[config.mk]
export PLATFORM = sky130hd
export DESIGN_NAME = laser_cmd_sched_flat
export DESIGN_NICKNAME = d
export VERILOG_FILES = /design/src/rtl/laser_cmd_pkg.sv /design/src/rtl/laser_cmd_sched_if.sv /design/src/rtl/laser_rr_arbiter.sv /design/src/rtl/laser_cmd_sched.sv /design/src/flat_wrapper.sv
export SDC_FILE = /design/constraint.sdc
export NUM_CORES = 1
export LEC_CHECK = 0
export ABC_AREA = 1
export CAP_MARGIN = 30
export CORE_ASPECT_RATIO = 0.7
export CORE_MARGIN = 2
export CORE_UTILIZATION = 45
export DETAILED_ROUTE_END_ITERATION = 10
export GPL_TIMING_DRIVEN = 0
export PLACE_DENSITY_LB_ADDON = 0.3
export SYNTH_ARGS = -nofsm -noshare
export SYNTH_HDL_FRONTEND = slang
export SYNTH_HIERARCHICAL = 1
export SYNTH_SLANG_ARGS = --single-unit
export TNS_END_PERCENT = 10
[constraint.sdc]
create_clock -name clk_i -period 6.2 [get_ports clk_i]
set_input_delay 1.24 -clock clk_i [delete_from_list [all_inputs] [get_ports clk_i]]
set_output_delay 1.24 -clock clk_i [all_outputs]
set_load 0.1 [all_outputs]
[src/rtl/laser_cmd_pkg.sv]
// Shared types and constants for the laser command scheduler.
package laser_cmd_pkg;

    localparam int         LASER_CMD_W = 32;
    localparam logic [7:0] LASER_EOF   = 8'hFF;

    typedef enum logic [1:0] {
        IDLE     = 2'd0,
        SEND     = 2'd1,
        WAIT_RSP = 2'd2,
        DONE     = 2'd3
    } state_t;

endpackage

[src/rtl/laser_cmd_sched_if.sv]
// Requester-side and laser-link-side signals of the command scheduler.
// The slave modport is the scheduler's view; master is the environment's view.
interface laser_cmd_sched_if #(
    parameter int REQ_NUM = 4
);
    import laser_cmd_pkg::*;

    logic [REQ_NUM-1:0]             req_i;
    logic [REQ_NUM*LASER_CMD_W-1:0] req_data_i;
    logic [REQ_NUM-1:0]             ack_o;
    logic [LASER_CMD_W-1:0]         rsp_data_o;
    logic                           rsp_err_o;
    logic                           busy_o;
    logic [LASER_CMD_W-1:0]         laser_tx_data_o;
    logic                           laser_tx_vld_o;
    logic [7:0]                     laser_rx_data_i;
    logic                           laser_rx_vld_i;
    logic                           laser_rx_last_i;

    modport slave (
        input  req_i, req_data_i, laser_rx_data_i, laser_rx_vld_i, laser_rx_last_i,
        output ack_o, rsp_data_o, rsp_err_o, busy_o, laser_tx_data_o, laser_tx_vld_o
    );

    modport master (
        output req_i, req_data_i, laser_rx_data_i, laser_rx_vld_i, laser_rx_last_i,
        input  ack_o, rsp_data_o, rsp_err_o, busy_o, laser_tx_data_o, laser_tx_vld_o
    );

endinterface

[src/rtl/laser_rr_arbiter.sv]
// Combinational round-robin arbiter: one-hot grant to the first active
// requester at or after the priority pointer, wrapping around.
module laser_rr_arbiter #(
    parameter  int REQ_NUM = 4,
    localparam int PW      = $clog2(REQ_NUM)
) (
    input  logic [REQ_NUM-1:0] req,
    input  logic [PW-1:0]      ptr,
    output logic [REQ_NUM-1:0] grant
);

    // Scan requesters starting at ptr, first active one wins.
    always_comb begin
        logic        found;
        logic [PW:0] idx;
        grant = '0;
        found = 1'b0;
        idx   = '0;
        for (int i = 0; i < REQ_NUM; i++) begin
            idx = {1'b0, ptr} + (PW+1)'(i);
            if (idx >= (PW+1)'(REQ_NUM)) begin
                idx = idx - (PW+1)'(REQ_NUM);
            end
            if (!found && req[idx[PW-1:0]]) begin
                grant[idx[PW-1:0]] = 1'b1;
                found              = 1'b1;
            end
        end
    end

endmodule

[src/rtl/laser_cmd_sched.sv]
// Laser command scheduler: shares one laser UART path between REQ_NUM
// requesters, sends a 32-bit command, collects reply bytes up to the 0xFF
// end-of-frame byte or a timeout, and acks the issuing requester.
// Optional feature macro: LASER_CMD_RETRY_EN (resend once on first timeout).
module laser_cmd_sched
    import laser_cmd_pkg::*;
#(
    parameter int REQ_NUM     = 4,
    parameter int TIMEOUT_CYC = 10_000_000
) (
    input  logic              clk_i,
    input  logic              rst_i,
    laser_cmd_sched_if.slave  bus
);

    localparam int          PW         = $clog2(REQ_NUM);
    localparam logic [31:0] TIMER_LAST = 32'(TIMEOUT_CYC - 1);

    state_t                  state_reg, state_next;
    logic [PW-1:0]           ptr_reg, ptr_next;
    logic [REQ_NUM-1:0]      grant_comb, grant_reg, ack_reg;
    logic [LASER_CMD_W-1:0]  cmd_comb, cmd_reg;
    logic [LASER_CMD_W-1:0]  shadow_reg, shadow_next, rsp_data_reg;
    logic [31:0]             timer_reg;
    logic                    rsp_err_reg, err_next, busy_reg, tx_vld_reg, retry_fire;
`ifdef LASER_CMD_RETRY_EN
    logic                    retry_used_reg;
`endif

    laser_rr_arbiter #(.REQ_NUM(REQ_NUM)) u_arb (
        .req   (bus.req_i),
        .ptr   (ptr_reg),
        .grant (grant_comb)
    );

    // Mux out the granted command word and compute the pointer after this grant.
    always_comb begin
        cmd_comb = '0;
        ptr_next = ptr_reg;
        for (int i = 0; i < REQ_NUM; i++) begin
            if (grant_comb[i]) begin
                cmd_comb = cmd_comb | bus.req_data_i[LASER_CMD_W*i +: LASER_CMD_W];
                ptr_next = (i == REQ_NUM - 1) ? '0 : PW'(i + 1);
            end
        end
    end

    // Reply shadow with the current byte shifted in (oldest byte falls out).
    always_comb begin
        shadow_next = shadow_reg;
        if (bus.laser_rx_vld_i) begin
            shadow_next = {shadow_reg[23:0], bus.laser_rx_data_i};
        end
    end

    // State register.
    always_ff @(posedge clk_i or posedge rst_i) begin
        if (rst_i) state_reg <= IDLE;
        else       state_reg <= state_next;
    end

    // Next-state logic; end-of-frame takes precedence over a coincident timeout.
    always_comb begin
        state_next = state_reg;
        err_next   = 1'b0;
        retry_fire = 1'b0;
        case (state_reg)
            IDLE:     if (|bus.req_i) state_next = SEND;
            SEND:     state_next = WAIT_RSP;
            WAIT_RSP: begin
                if (bus.laser_rx_last_i) begin
                    state_next = DONE;
                end else if (timer_reg == TIMER_LAST) begin
`ifdef LASER_CMD_RETRY_EN
                    if (!retry_used_reg) begin
                        state_next = SEND;
                        retry_fire = 1'b1;
                    end else begin
                        state_next = DONE;
                        err_next   = 1'b1;
                    end
`else
                    state_next = DONE;
                    err_next   = 1'b1;
`endif
                end
            end
            DONE:     state_next = IDLE;
            default:  state_next = IDLE;
        endcase
    end

    // Datapath and registered outputs, all derived from the upcoming state.
    always_ff @(posedge clk_i or posedge rst_i) begin
        if (rst_i) begin
            ptr_reg        <= '0;
            grant_reg      <= '0;
            ack_reg        <= '0;
            cmd_reg        <= '0;
            shadow_reg     <= '0;
            rsp_data_reg   <= '0;
            rsp_err_reg    <= 1'b0;
            timer_reg      <= '0;
            busy_reg       <= 1'b0;
            tx_vld_reg     <= 1'b0;
`ifdef LASER_CMD_RETRY_EN
            retry_used_reg <= 1'b0;
`endif
        end else begin
            tx_vld_reg <= (state_next == SEND);
            busy_reg   <= (state_next != IDLE);
            ack_reg    <= (state_next == DONE) ? grant_reg : '0;
            case (state_reg)
                IDLE: begin
                    if (|bus.req_i) begin
                        grant_reg      <= grant_comb;
                        cmd_reg        <= cmd_comb;
                        ptr_reg        <= ptr_next;
                        shadow_reg     <= '0;
                        timer_reg      <= '0;
`ifdef LASER_CMD_RETRY_EN
                        retry_used_reg <= 1'b0;
`endif
                    end
                end
                WAIT_RSP: begin
                    if (retry_fire) begin
                        timer_reg      <= '0;
                        shadow_reg     <= '0;
`ifdef LASER_CMD_RETRY_EN
                        retry_used_reg <= 1'b1;
`endif
                    end else begin
                        if (timer_reg != '1) timer_reg <= timer_reg + 32'd1;
                        shadow_reg <= shadow_next;
                    end
                    if (state_next == DONE) begin
                        rsp_data_reg <= shadow_next;
                        rsp_err_reg  <= err_next;
                    end
                end
                default: ;
            endcase
        end
    end

    assign bus.ack_o           = ack_reg;
    assign bus.rsp_data_o      = rsp_data_reg;
    assign bus.rsp_err_o       = rsp_err_reg;
    assign bus.busy_o          = busy_reg;
    assign bus.laser_tx_data_o = cmd_reg;
    assign bus.laser_tx_vld_o  = tx_vld_reg;

endmodule

[src/flat_wrapper.sv]
// flat-port wrapper written by rule: the top's interface ports become plain ports
module laser_cmd_sched_flat import laser_cmd_pkg::*;
#(
    parameter int REQ_NUM     = 4,
    parameter int TIMEOUT_CYC = 10_000_000
)
  (clk_i, rst_i, bus_req_i, bus_req_data_i, bus_laser_rx_data_i, bus_laser_rx_vld_i, bus_laser_rx_last_i, bus_ack_o, bus_rsp_data_o, bus_rsp_err_o, bus_busy_o, bus_laser_tx_data_o, bus_laser_tx_vld_o);
  laser_cmd_sched_if #(.REQ_NUM(REQ_NUM)) bus_i ();
  input  logic clk_i;
  input  logic rst_i;
  input wire logic [$bits(bus_i.req_i)-1:0] bus_req_i;
  input wire logic [$bits(bus_i.req_data_i)-1:0] bus_req_data_i;
  input wire logic [$bits(bus_i.laser_rx_data_i)-1:0] bus_laser_rx_data_i;
  input wire logic [$bits(bus_i.laser_rx_vld_i)-1:0] bus_laser_rx_vld_i;
  input wire logic [$bits(bus_i.laser_rx_last_i)-1:0] bus_laser_rx_last_i;
  output wire logic [$bits(bus_i.ack_o)-1:0] bus_ack_o;
  output wire logic [$bits(bus_i.rsp_data_o)-1:0] bus_rsp_data_o;
  output wire logic [$bits(bus_i.rsp_err_o)-1:0] bus_rsp_err_o;
  output wire logic [$bits(bus_i.busy_o)-1:0] bus_busy_o;
  output wire logic [$bits(bus_i.laser_tx_data_o)-1:0] bus_laser_tx_data_o;
  output wire logic [$bits(bus_i.laser_tx_vld_o)-1:0] bus_laser_tx_vld_o;
  assign bus_i.req_i = bus_req_i;
  assign bus_i.req_data_i = bus_req_data_i;
  assign bus_i.laser_rx_data_i = bus_laser_rx_data_i;
  assign bus_i.laser_rx_vld_i = bus_laser_rx_vld_i;
  assign bus_i.laser_rx_last_i = bus_laser_rx_last_i;
  assign bus_ack_o = bus_i.ack_o;
  assign bus_rsp_data_o = bus_i.rsp_data_o;
  assign bus_rsp_err_o = bus_i.rsp_err_o;
  assign bus_busy_o = bus_i.busy_o;
  assign bus_laser_tx_data_o = bus_i.laser_tx_data_o;
  assign bus_laser_tx_vld_o = bus_i.laser_tx_vld_o;
  laser_cmd_sched #(.REQ_NUM(REQ_NUM), .TIMEOUT_CYC(TIMEOUT_CYC)) u_core (.clk_i(clk_i), .rst_i(rst_i), .bus(bus_i));
endmodule
==> reports/qor.yml, run 1 <==
critical_path:
  worstSetupPathType: "in2reg"
  worstSetupStartpointType: "primary input"
  reg2reg_to: "u_core/ptr_reg[0]"
  cp.arrival_ns: 3.81
  worstReg2RegStart: "u_core/ptr_reg[0]"
  crit_required_ns: 6.51
  cp-end-kind: "flop"
  r2r.worst_path.cells: 15
  reg2reg_setup_slack_ns: 2.99
  worstPathMaxFanout: 10
placement:
  dpl_cell_area_um2: 10600
  io_buffers: 213
  gpl.final_weighted_congestion: 0.946
  dpl.hpwl_um: 20000
power:
  p_sw_uw: 3440
  pwr-share-comb_pct: 63.3
  p_clk_share_pct: 15.3
  p_sw_share_pct: 54.8
  p_int_uw: 2830
  ir_drop_mv: 0.449
  power_density_nw_per_um2: 561
  seqPwrFrac_pct: 21.4
  p_leak_uw: 0.00475
synth:
  syn_avg_cell_area_um2: 7.74
  ys_seq_area_share_pct: 43.8
  netlist_area_um2: 8160
  synth.distinct_cells: 36
  synthCells: 1054
  synth_warnings: 6
  synth-seq-cells: 143
  synth_nets: 1208
global_route:
  grt_pass1_wl_um: 42400
  grt_pass1_vias: 8303
  overflow: 0
  track_usage_pct: 28.4
  grt_max_degree: 80
  antenna_found_initial: 0
floorplan:
  io_pins: 215
  die_h_um: 117
  rows: 41
  die_w_um: 165
  die_area_um2: 19200
  start_util_pct: 45.6
  core_um2: 17900
clock_tree:
  cts_sinks: 143
  clkTransAtPathRegs_ns: 0.06
  cts_root_buf: "clkbuf_16"
  cts.repair.resized: 0
  holdBufCountCts: 0
  cts_tree: "done"
  cts_made_buffers: 17
  ctsHtreeMaxLevel: 4
  cts_max_path_buffers: 2
  post-cts-setup-buffers: 0
  clk_latency_ns: 0.42
hold_path:
  whs_path_depth: 2
  hold_start: "u_core/bus.rsp_data_o[18]"
  worst_hold_path.endpoint: "u_core/bus.rsp_data_o[18]"
  min_path_type: "reg2reg"
timing:
  rsz0062_at_grt: "false"
  tightest_slew_ns: 1.03
  fin_crit_sh_pct: 56.5
  slew_viol_final: 0
  fin_crit_ns: 3.50
  fin_skew_ns: 0.00838
  setup_viol: 0
  fmax_mhz: 286
  fin_setup_tns_ns: 0
  finalHoldViolations: 0
  max_slew_margin_pct: 30.9
run_status:
  status: "complete, no violations"
drt:
  viasPerCell: 5.51
  vias: 8461
  routedWlPerCell_um: 17.2
  ant_nets: 0
  drtIter0Drc: 756
  wirelength_um: 26400
  drtPass1Iterations: 7
  drc: 0
finish:
  fillCellCount: 1563
  drive_gt1_share_pct: 7.23
  num-nets-final: 1441
  synthToLayoutAreaGrowth_pct: 36.9
  mostFrequentLayoutCell: "nand2_1"
  fin_area_um2: 11200
  n_antenna_cell: 0
  final_cell_mix: "nand2_1 (293), clkdlybuf4s50_1 (213), dfrtp_1 (143)"
job:
  maxCapViolCount: 0
## synth_stat cells
library cell  count  area (um2)
buf_6             5        56.3
nor3_4            1        16.3
nand2_1         293        1100
inv_2             3        11.3
buf_4             4        30.0
xor2_1            5        43.8
buf_2             7        35.0
nand3b_1          1        7.51
mux2_2            1        11.3
inv_1            84         315
nand2_2           5        31.3
nand3_2           3        30.0
nor2_2            1        6.26
or2_2             3        18.8
clkbuf_1         43         161
nor3b_1           1        7.51
nor3_1            9        45.0
o21ai_0         112         561
ha_1             10         125
a21oi_1           7        35.0
dfrtp_1         143        3580
xnor2_1           3        26.3
a221oi_1         32         280
o21ai_2          18         158
a21boi_2          1        11.3
a22o_1           32         280
nand3_4           1        17.5
nor3_2            1        10.0
clkinv_1          1        3.75
nand4_1          45         282
nor2_4            2        22.5
nand2_4           4        45.0
nand3_1          94         470
nor2_1           74         278
buf_12            2        40.0
buf_1             3        11.3
## worst max-delay path, stage by stage
cell and delay, ns:
clkdlybuf4s50_1 0.47, nand2_1 0.13, nand3_2 0.18, nand2_4 0.16, nand2_4 0.07, nor2_4 0.14, nand2_1 0.07, nand3_1 0.06
clkbuf_1 0.33, clkbuf_1 0.42, inv_1 0.12, nor2_1 0.11, nor2_1 0.04, mux2_2 0.27
## logic make-up (layout without fill, tap and decap cells)
kind of cell	after synthesis	in the layout	share of synthesized area, %
xor gates and xnor gates	8	8	0.859
muxes	1	1	0.138
and+or+nand+nor	538	538	29.3
AOI/OAI and AO/OA	202	202	16.2
adders and majority gates	10	10	1.53
buffers and inverters	152	398	8.14
DFF	143	143	43.8
## through the flow
| step | instances | total power [uW] | utilization [%] | hold slack, ns | setup slack [ns] |
|---|---|---|---|---|---|
| 4_1_cts | 1536 | 6260 | 62.4 | 0.473 | 2.76 |
| 3_5_place_dp | 1504 | 5280 | 59.3 | 0.459 | 2.31 |
| 5_1_grt | 1536 | 6610 | 62.4 | 0.493 | 2.44 |
| 6_report | 1536 | 6270 | 62.4 | 0.469 | 2.70 |
| 3_3_place_gp | 1503 | 5220 | 59.1 | 0.454 | -1.03 |
| 2_1_floorplan | 1054 | 4210 | - | 0.453 | 1.12 |
## routing by layer
metal	GRT usage (%)	up-vias	routed length [um]
met5	0	-	0
met4	7.83	0	453
met3	9.41	33	2550
met2	45.3	353	12300
met1	37.4	4044	11100
li1	-	4031	-
## how the worst max path moves through the flow
stage | startpoint | endpoint | slack (ns) | cells past startpoint
detailed placement | bus_req_i[3] | u_core/ptr_reg[0] | 2.31 | 14
finish | bus_req_i[3] | u_core/ptr_reg[0] | 2.70 | 14
CTS | bus_req_i[3] | u_core/ptr_reg[0] | 2.76 | 14
global route | bus_req_i[3] | u_core/ptr_reg[0] | 2.44 | 14
global placement | rst_i | u_core/timer_reg[6] | -1.03 | 2
floorplan | rst_i | u_core/bus.ack_o[0] | 1.12 | 1
## final cells by class
cell class	count	area, um2	area share, %
Inverter	88	335	3.00
Multi-Input combinational cell	759	3920	35.1
Clock buffer	19	433	3.88
Tap cell	236	295	2.64
Timing Repair Buffer	214	2160	19.3
Clock inverter	13	115	1.03
Buffer	64	334	2.99
Sequential cell	143	3580	32.0
## power by group through the flow
stage	sequential [uW]	combinational (uW)	clock, uW
after floorplan	2540	1680	0
after global placement	1340	3880	0
after detailed placement	1340	3930	0
after CTS	1340	3940	977
after global routing	1360	4230	1020
final	1340	3970	961
Power figures use the tool's default switching activity.
==> run 2: changes to the inputs <==
- clock period: 6.2 -> 3.6 ns (I/O delays scaled with it)
==> run 2 against run 1 <==
  * Cell count is 0.33% higher
  * Count of clock-buffer cells in the layout down 1
  * Utilization up 1.0 points
  * Routed wire length up 1.8%
  * Worst setup slack worse by 2.4 ns
==> reports/qor.yml, run 2 (synthesized netlist as in run 1, its figures left out) <==
run_status:
  status: "complete, no violations"
finish:
  n_antenna_cell: 0  # unchanged
  drive_gt1_share_pct: 7.74  # +0.51 points
  final_cell_mix: "nand2_1 (293), clkdlybuf4s50_1 (213), dfrtp_1 (143)"
  mostFrequentLayoutCell: "nand2_1"
  layout.cells.non_filler: 1541  # +0.33%
  num-nets-final: 1446  # +0.35%
  synthToLayoutAreaGrowth_pct: 39.1
floorplan:
  die_w_um: 165  # unchanged
  start_util_pct: 45.6  # unchanged
  die_area_um2: 19200  # unchanged
  io_pins: 215  # unchanged
  rows: 41  # unchanged
  core_um2: 17900  # unchanged
  die_h_um: 117  # unchanged
drt:
  viasPerCell: 5.52  # +0.19%
  vias: 8505  # +0.52%
  drtIter0Drc: 874  # +16%
  routedWlPerCell_um: 17.4  # +1.4%
  drc: 0  # unchanged
  drtPass1Iterations: 7  # unchanged
  wirelength_um: 26900  # +1.8%
  ant_nets: 0  # unchanged
timing:
  fin_crit_sh_pct: 90.5
  max_slew_margin_pct: 31.0  # +0.074 points
  fmax_mhz: 307
  fin_skew_ns: 0.00934  # +0.000957 ns
  finalHoldViolations: 0  # unchanged
  setup_ws_ns: 0.344  # -2.36 ns
  setup_viol: 0  # unchanged
  slew_viol_final: 0  # unchanged
  tightest_slew_ns: 1.03  # -0.00111 ns
  fin_crit_ns: 3.26
  rsz0062_at_grt: "false"
job:
  maxCapViolCount: 0  # unchanged
critical_path:
  worstSetupPathType: "reg2reg"
  reg2reg_to: "u_core/ptr_reg[0]"
  worstReg2RegStart: "u_core/ptr_reg[0]"
  cp.arrival_ns: 3.57  # -0.24 ns
  worstPathMaxFanout: 12  # +2
  cp-endpoint: "u_core/ptr_reg[0]"
  reg2reg_setup_slack_ns: 0.34  # -2.65 ns
  r2r.worst_path.cells: 15  # unchanged
  cp-end-kind: "flop"
  worstSetupStartpointType: "flop"
  crit_chain: "inv_2 > ha_1 > inv_1 > nand3_1 > nand2_1 > nand2_4 > nor2_4 > nand2_1 > nand3_1 > clkbuf_1 > clkbuf_1 > inv_1 > nor2_1 > nor2_1 > mux2_2"
  crit_path_start: "u_core/ptr_reg[0]"
  worst_path_largest_cell_delay_ns: 0.60  # +0.13 ns
  cp_slowest_cell: "dfrtp_1"
  crit_required_ns: 3.92  # -2.59 ns
power:
  p_leak_uw: 0.00483  # +1.8%
  finalPower_uw: 11200  # +78%
  power_density_nw_per_um2: 982  # +75%
  ir_drop_mv: 0.675  # +50%
placement:
  dpl.hpwl_um: 20200  # +1.3%
  pre_cts_slack_ns: 0.200  # -2.11 ns
  gpl.final_weighted_congestion: 0.965  # +2.0%
  io_buffers: 213  # unchanged
  place_inst: 1508  # +0.27%
clock_tree:
  cts_root_buf: "clkbuf_16"
  cts_sinks: 143  # unchanged
  clk_latency_ns: 0.43  # about the same
  holdBufCountCts: 0  # unchanged
  cts_tree: "done"
  post-cts-setup-buffers: 0  # unchanged
  ctsHtreeMaxLevel: 4  # unchanged
  clkTransAtPathRegs_ns: 0.06  # about the same
  cts_made_buffers: 17  # unchanged
  cts_max_path_buffers: 2  # unchanged
  cts.repair.resized: 0  # unchanged
hold_path:
  min_path_type: "reg2reg"
global_route:
  track_usage_pct: 28.5  # about the same
  antenna_found_initial: 0  # unchanged
  grt_pass1_wl_um: 41900  # -1.1%
  grt_pass1_vias: 7960  # -4.1%
  overflow: 0  # unchanged
  grt_max_degree: 42  # -48%
==> run 2: per-layer routing <==
layer / GRT usage (%) / vias to the layer above / share of wire (%)
met5: 0 / - / 0
met4: 8.46 / 0 / 1.8
met1: 38.2 / 4029 / 43
met3: 8.06 / 42 / 9.1
li1: - / 4038 / -
met2: 45.2 / 396 / 46
==> run 2: area by class of cell <==
type,instances,area (um2)
timing repair buffer,219,2270
buffer,64,334
clock inverter,14,181
tap,236,295
clock buffer,18,439
fill,1536,6550
inverter,88,334
multi-input combinational,759,3920
sequential,143,3580
==> run 2: metrics by stage <==
stage               TNS [ns]  util [%]  hold slack (ns)  area (um2)
finish                     0      63.4            0.469       11400
global route               0      63.4            0.494       11400
CTS                        0      63.3            0.474       11300
detailed placement         0      59.8            0.458       10700
global placement      -32.03      59.2            0.454       10600
floorplan                  0         -            0.453        8170
==> run 2: where the power goes <==
group	switching [uW]	leakage, uW	internal, uW	total, uW
combinational	5010	0.00261	1970	6980
clock	740	0.000296	1120	1860
sequential	269	0.00192	2040	2310
total	6020	0.00483	5130	11200
==> run 2: how the worst min path moves through the flow <==
stage                                   start                         to  slack [ns]  depth (start not counted)
floorplan                 u_core/grant_reg[0]        u_core/grant_reg[0]        0.45                          2
global placement    u_core/bus.rsp_data_o[16]  u_core/bus.rsp_data_o[16]        0.45                          2
detailed placement  u_core/bus.rsp_data_o[16]  u_core/bus.rsp_data_o[16]        0.46                          2
CTS                 u_core/bus.rsp_data_o[25]  u_core/bus.rsp_data_o[25]        0.47                          2
global route        u_core/bus.rsp_data_o[19]  u_core/bus.rsp_data_o[19]        0.49                          2
finish              u_core/bus.rsp_data_o[25]  u_core/bus.rsp_data_o[25]        0.47                          2
==> run 2: critical path, delay by kind of cell, from the launching register on <==
kind | cells | cell delay [ns]
mux | 1 | 0.27
buf+inv | 5 | 1.18
fa+ha+maj | 1 | 0.37
flops | 1 | 0.60
simple gates | 8 | 0.68
==> run 3: changes to the inputs <==
- ABC_AREA: 1 -> not set
- CORE_MARGIN: 2 -> 5
- CTS_CLUSTER_SIZE: not set -> 8
==> run 3 against run 2 <==
  * Largest power group unchanged
  * Count of clock-buffer cells in the layout decreased by 1
  * Area after synthesis decreased by 6.0%
  * Clock power shrank 5%
  * Sequential power is 6% higher
  * Highest routed layer unchanged
  * Register-to-register slack got worse by 0.09 ns
==> reports/qor.yml, run 3 <==
run_status:
  status: "complete, no violations"
finish:
  final_cell_mix: "clkdlybuf4s50_1 (213), dfrtp_1 (143), a22o_1 (77)"
  drive_gt1_share_pct: 13.9  # +6.1 points
  mostFrequentLayoutCell: "clkdlybuf4s50_1"
  n_antenna_cell: 0  # unchanged
  fillCellCount: 1325  # -14%
  synthToLayoutAreaGrowth_pct: 40.7
  num-nets-final: 1093  # -24%
  fin_area_um2: 10800  # -4.9%
synth:
  synthCells: 703  # -33%
  synth-seq-cells: 143  # unchanged
  ys_seq_area_share_pct: 46.6  # +2.8 points
  synth-main-ff-cell: "dfrtp_1"
  synth_area_leaders: "dfrtp_1 (47%), a22o_1 (8.8%), mux2_4 (5.9%), mux2_2 (5.0%), a221oi_1 (3.7%)"
  synth.distinct_cells: 54  # +50%
  syn_avg_cell_area_um2: 10.9  # +41%
  synth_top_area_cell: "dfrtp_1"
  synth_warnings: 6  # unchanged
  synth_top_area_share_pct: 46.6  # +2.8 points
  yosysMostFrequentCell: "dfrtp_1"
  ys_top_cells_by_count: "dfrtp_1 (143), a22o_1 (77), nand2_1 (70), o21ai_0 (56), clkbuf_1 (41)"
  synth_edf_count: 0  # unchanged
  ys_async_sr_fraction_pct: 100  # unchanged
  synth_nets: 857  # -29%
  netlist_area_um2: 7670  # -6.0%
global_route:
  grt_pass1_wl_um: 36900  # -12%
  track_usage_pct: 22.6  # -5.9 points
  grt_max_degree: 43  # +2.4%
  antenna_found_initial: 0  # unchanged
  overflow: 0  # unchanged
  grt_pass1_vias: 6989  # -12%
placement:
  pre_cts_slack_ns: -0.236  # -0.436 ns
  io_buffers: 213  # unchanged
  gpl.final_weighted_congestion: 0.948  # -1.8%
  dpl.hpwl_um: 17000  # -16%
  dpl_cell_area_um2: 10200  # -5.1%
floorplan:
  die_area_um2: 19800  # +2.9%
  rows: 40  # -2.4%
  die_w_um: 166  # +0.68%
  start_util_pct: 45.2  # -0.36 points
  io_pins: 215  # unchanged
  core_um2: 17000  # -5.2%
  die_h_um: 119  # +2.2%
critical_path:
  crit_required_ns: 3.94  # +0.02 ns
  cp-end-kind: "flop"
  worstSetupStartpointType: "primary input"
  worstPathMaxFanout: 10  # -2
  worst_path_largest_cell_delay_ns: 0.63  # +0.03 ns
  worstSetupPathType: "in2reg"
  crit_chain: "clkdlybuf4s50_1 > mux4_2 > nor4b_4 > a221o_1 > clkbuf_1 > clkbuf_1 > a22o_1 > a221oi_1 > o21ai_0"
  cp.arrival_ns: 3.70  # +0.13 ns
  cp_num_buf_inv: 3  # -2
  crit_family: "buffers and inverters"
  cp_slowest_cell: "mux4_2"
  cpMostUsedCell: "clkbuf_1"
power:
  power_density_nw_per_um2: 994  # +1.2%
  p_sw_share_pct: 52.9  # -1.1 points
  p_leak_uw: 0.00467  # -3.2%
  ir_drop_mv: 0.713  # +5.7%
  pwr-share-comb_pct: 60.6  # -2.0 points
  p_int_uw: 5060  # -1.4%
  finalPower_uw: 10700  # -3.7%
  p_sw_uw: 5670  # -5.7%
  seqPwrFrac_pct: 22.9  # +2.2 points
  p_clk_share_pct: 16.4  # -0.3 points
timing:
  fin_skew_ns: 0.0178  # +0.00849 ns
  tightest_slew_ns: 1.02  # -0.0168 ns
  fin_crit_sh_pct: 93.5  # +3.1 points
  timing.hold.ws_ns: 0.479  # +0.00989 ns
  setup_viol: 0  # unchanged
  slew_viol_final: 0  # unchanged
  rsz0062_at_grt: "true"
  max_slew_margin_pct: 32.1  # +1.1 points
  finalHoldViolations: 0  # unchanged
  fmax_mhz: 297  # -3.3%
  fin_crit_ns: 3.37  # +0.111 ns
  setup_ws_ns: 0.233  # -0.111 ns
drt:
  drtIter0Drc: 817  # -6.5%
  drc: 0  # unchanged
  vias: 6895  # -19%
  wirelength_um: 22800  # -15%
  viasPerCell: 5.83  # +5.6%
  ant_nets: 0  # unchanged
  drtPass1Iterations: 5  # -2
  routedWlPerCell_um: 19.3  # +10%
clock_tree:
  cts_root_buf: "clkbuf_16"
  clkTransAtPathRegs_ns: 0.07  # about the same
  cts_sinks: 143  # unchanged
  cts_tree: "done"
  cts_made_buffers: 17  # unchanged
  ctsHtreeMaxLevel: 4  # unchanged
  cts_max_path_buffers: 2  # unchanged
  clk_latency_ns: 0.42  # about the same
  post-cts-setup-buffers: 0  # unchanged
hold_path:
  min_path_type: "reg2reg"
job:
  maxCapViolCount: 0  # unchanged
-- run 3: metal layers --
metal	track usage, %	vias up	routed length (um)
li1	-	3204	-
met1	32.4	3363	10200
met2	33.8	296	10200
met3	6.67	32	1900
met4	5.15	0	414
met5	0	-	0
-- run 3: power by group through the flow --
stage / Combinational, uW / Clock [uW] / Sequential (uW)
6_report: 6510 / 1770 / 2460
5_1_grt: 6880 / 1860 / 2520
2_1_floorplan: 2500 / 0 / 4730
4_1_cts: 6470 / 1800 / 2450
3_3_place_gp: 6400 / 0 / 2460
3_5_place_dp: 6450 / 0 / 2470
-- run 3: through the flow --
step | std cells | utilization (%) | setup TNS (ns)
after floorplan | 703 | - | 0
after global placement | 1147 | 59.5 | -32.37
after detailed placement | 1150 | 59.9 | -4.86
after CTS | 1182 | 63.5 | 0
after global routing | 1183 | 63.7 | -0.0441
final | 1183 | 63.7 | 0
-- run 3: logic make-up after synthesis --
logic type	after synthesis	share of synthesized area [%]
XOR/XNOR	2	0.228
flip-flops	143	46.6
AO/OA/AOI/OAI	236	22.6
multiplexers	71	12.5
AND/OR/NAND/NOR	175	12.6
adder cells (fa/ha/maj)	10	1.63
buffers and inverters	66	3.78
-- run 3: worst paths after layout --
| path | cells after the start | startpoint | slack (ns) | to |
|---|---|---|---|---|
| setup / recovery | 9 | bus_req_i[0] | 0.23 | u_core/bus.laser_tx_data_o[15] |
| hold / removal | 2 | u_core/bus.laser_tx_data_o[29] | 0.48 | u_core/bus.laser_tx_data_o[29] |
| setup reg to reg | 10 | u_core/ptr_reg[0] | 0.25 | u_core/bus.laser_tx_data_o[15] |
| hold reg to reg | 2 | u_core/bus.laser_tx_data_o[29] | 0.48 | u_core/bus.laser_tx_data_o[29] |
| max in group asynchronous | 4 | rst_i | 1.97 | u_core/timer_reg[14] |
| min in group asynchronous | 2 | rst_i | 0.74 | u_core/bus.rsp_data_o[0] |
-- run 3: tightest hold or removal path, delay by kind of cell, from the launching register on --
kind	cells	cell delay [ns]
AOI/OAI and AO/OA	1	0.06
and+or+nand+nor	1	0.04
DFF	1	0.34
-- run 3: repair_timing --
action / 4_1_cts / 5_1_grt
endpoints found under the setup margin: 0 / 13
resized for setup: 0 / 4
hold endpoints to repair: 0 / 0
hold buffers: 0 / 0
-- run 3: layout make-up --
| type | count | area (um2) | area share, % |
|---|---|---|---|
| Clock inverter | 15 | 186 | 1.73 |
| Tap cell | 231 | 289 | 2.68 |
| Sequential cell | 143 | 3580 | 33.1 |
| Buffer | 56 | 255 | 2.36 |
| Multi-Input combinational cell | 494 | 3800 | 35.2 |
| Timing Repair Buffer | 217 | 2220 | 20.6 |
| Clock buffer | 17 | 425 | 3.94 |
| Inverter | 10 | 41.3 | 0.382 |
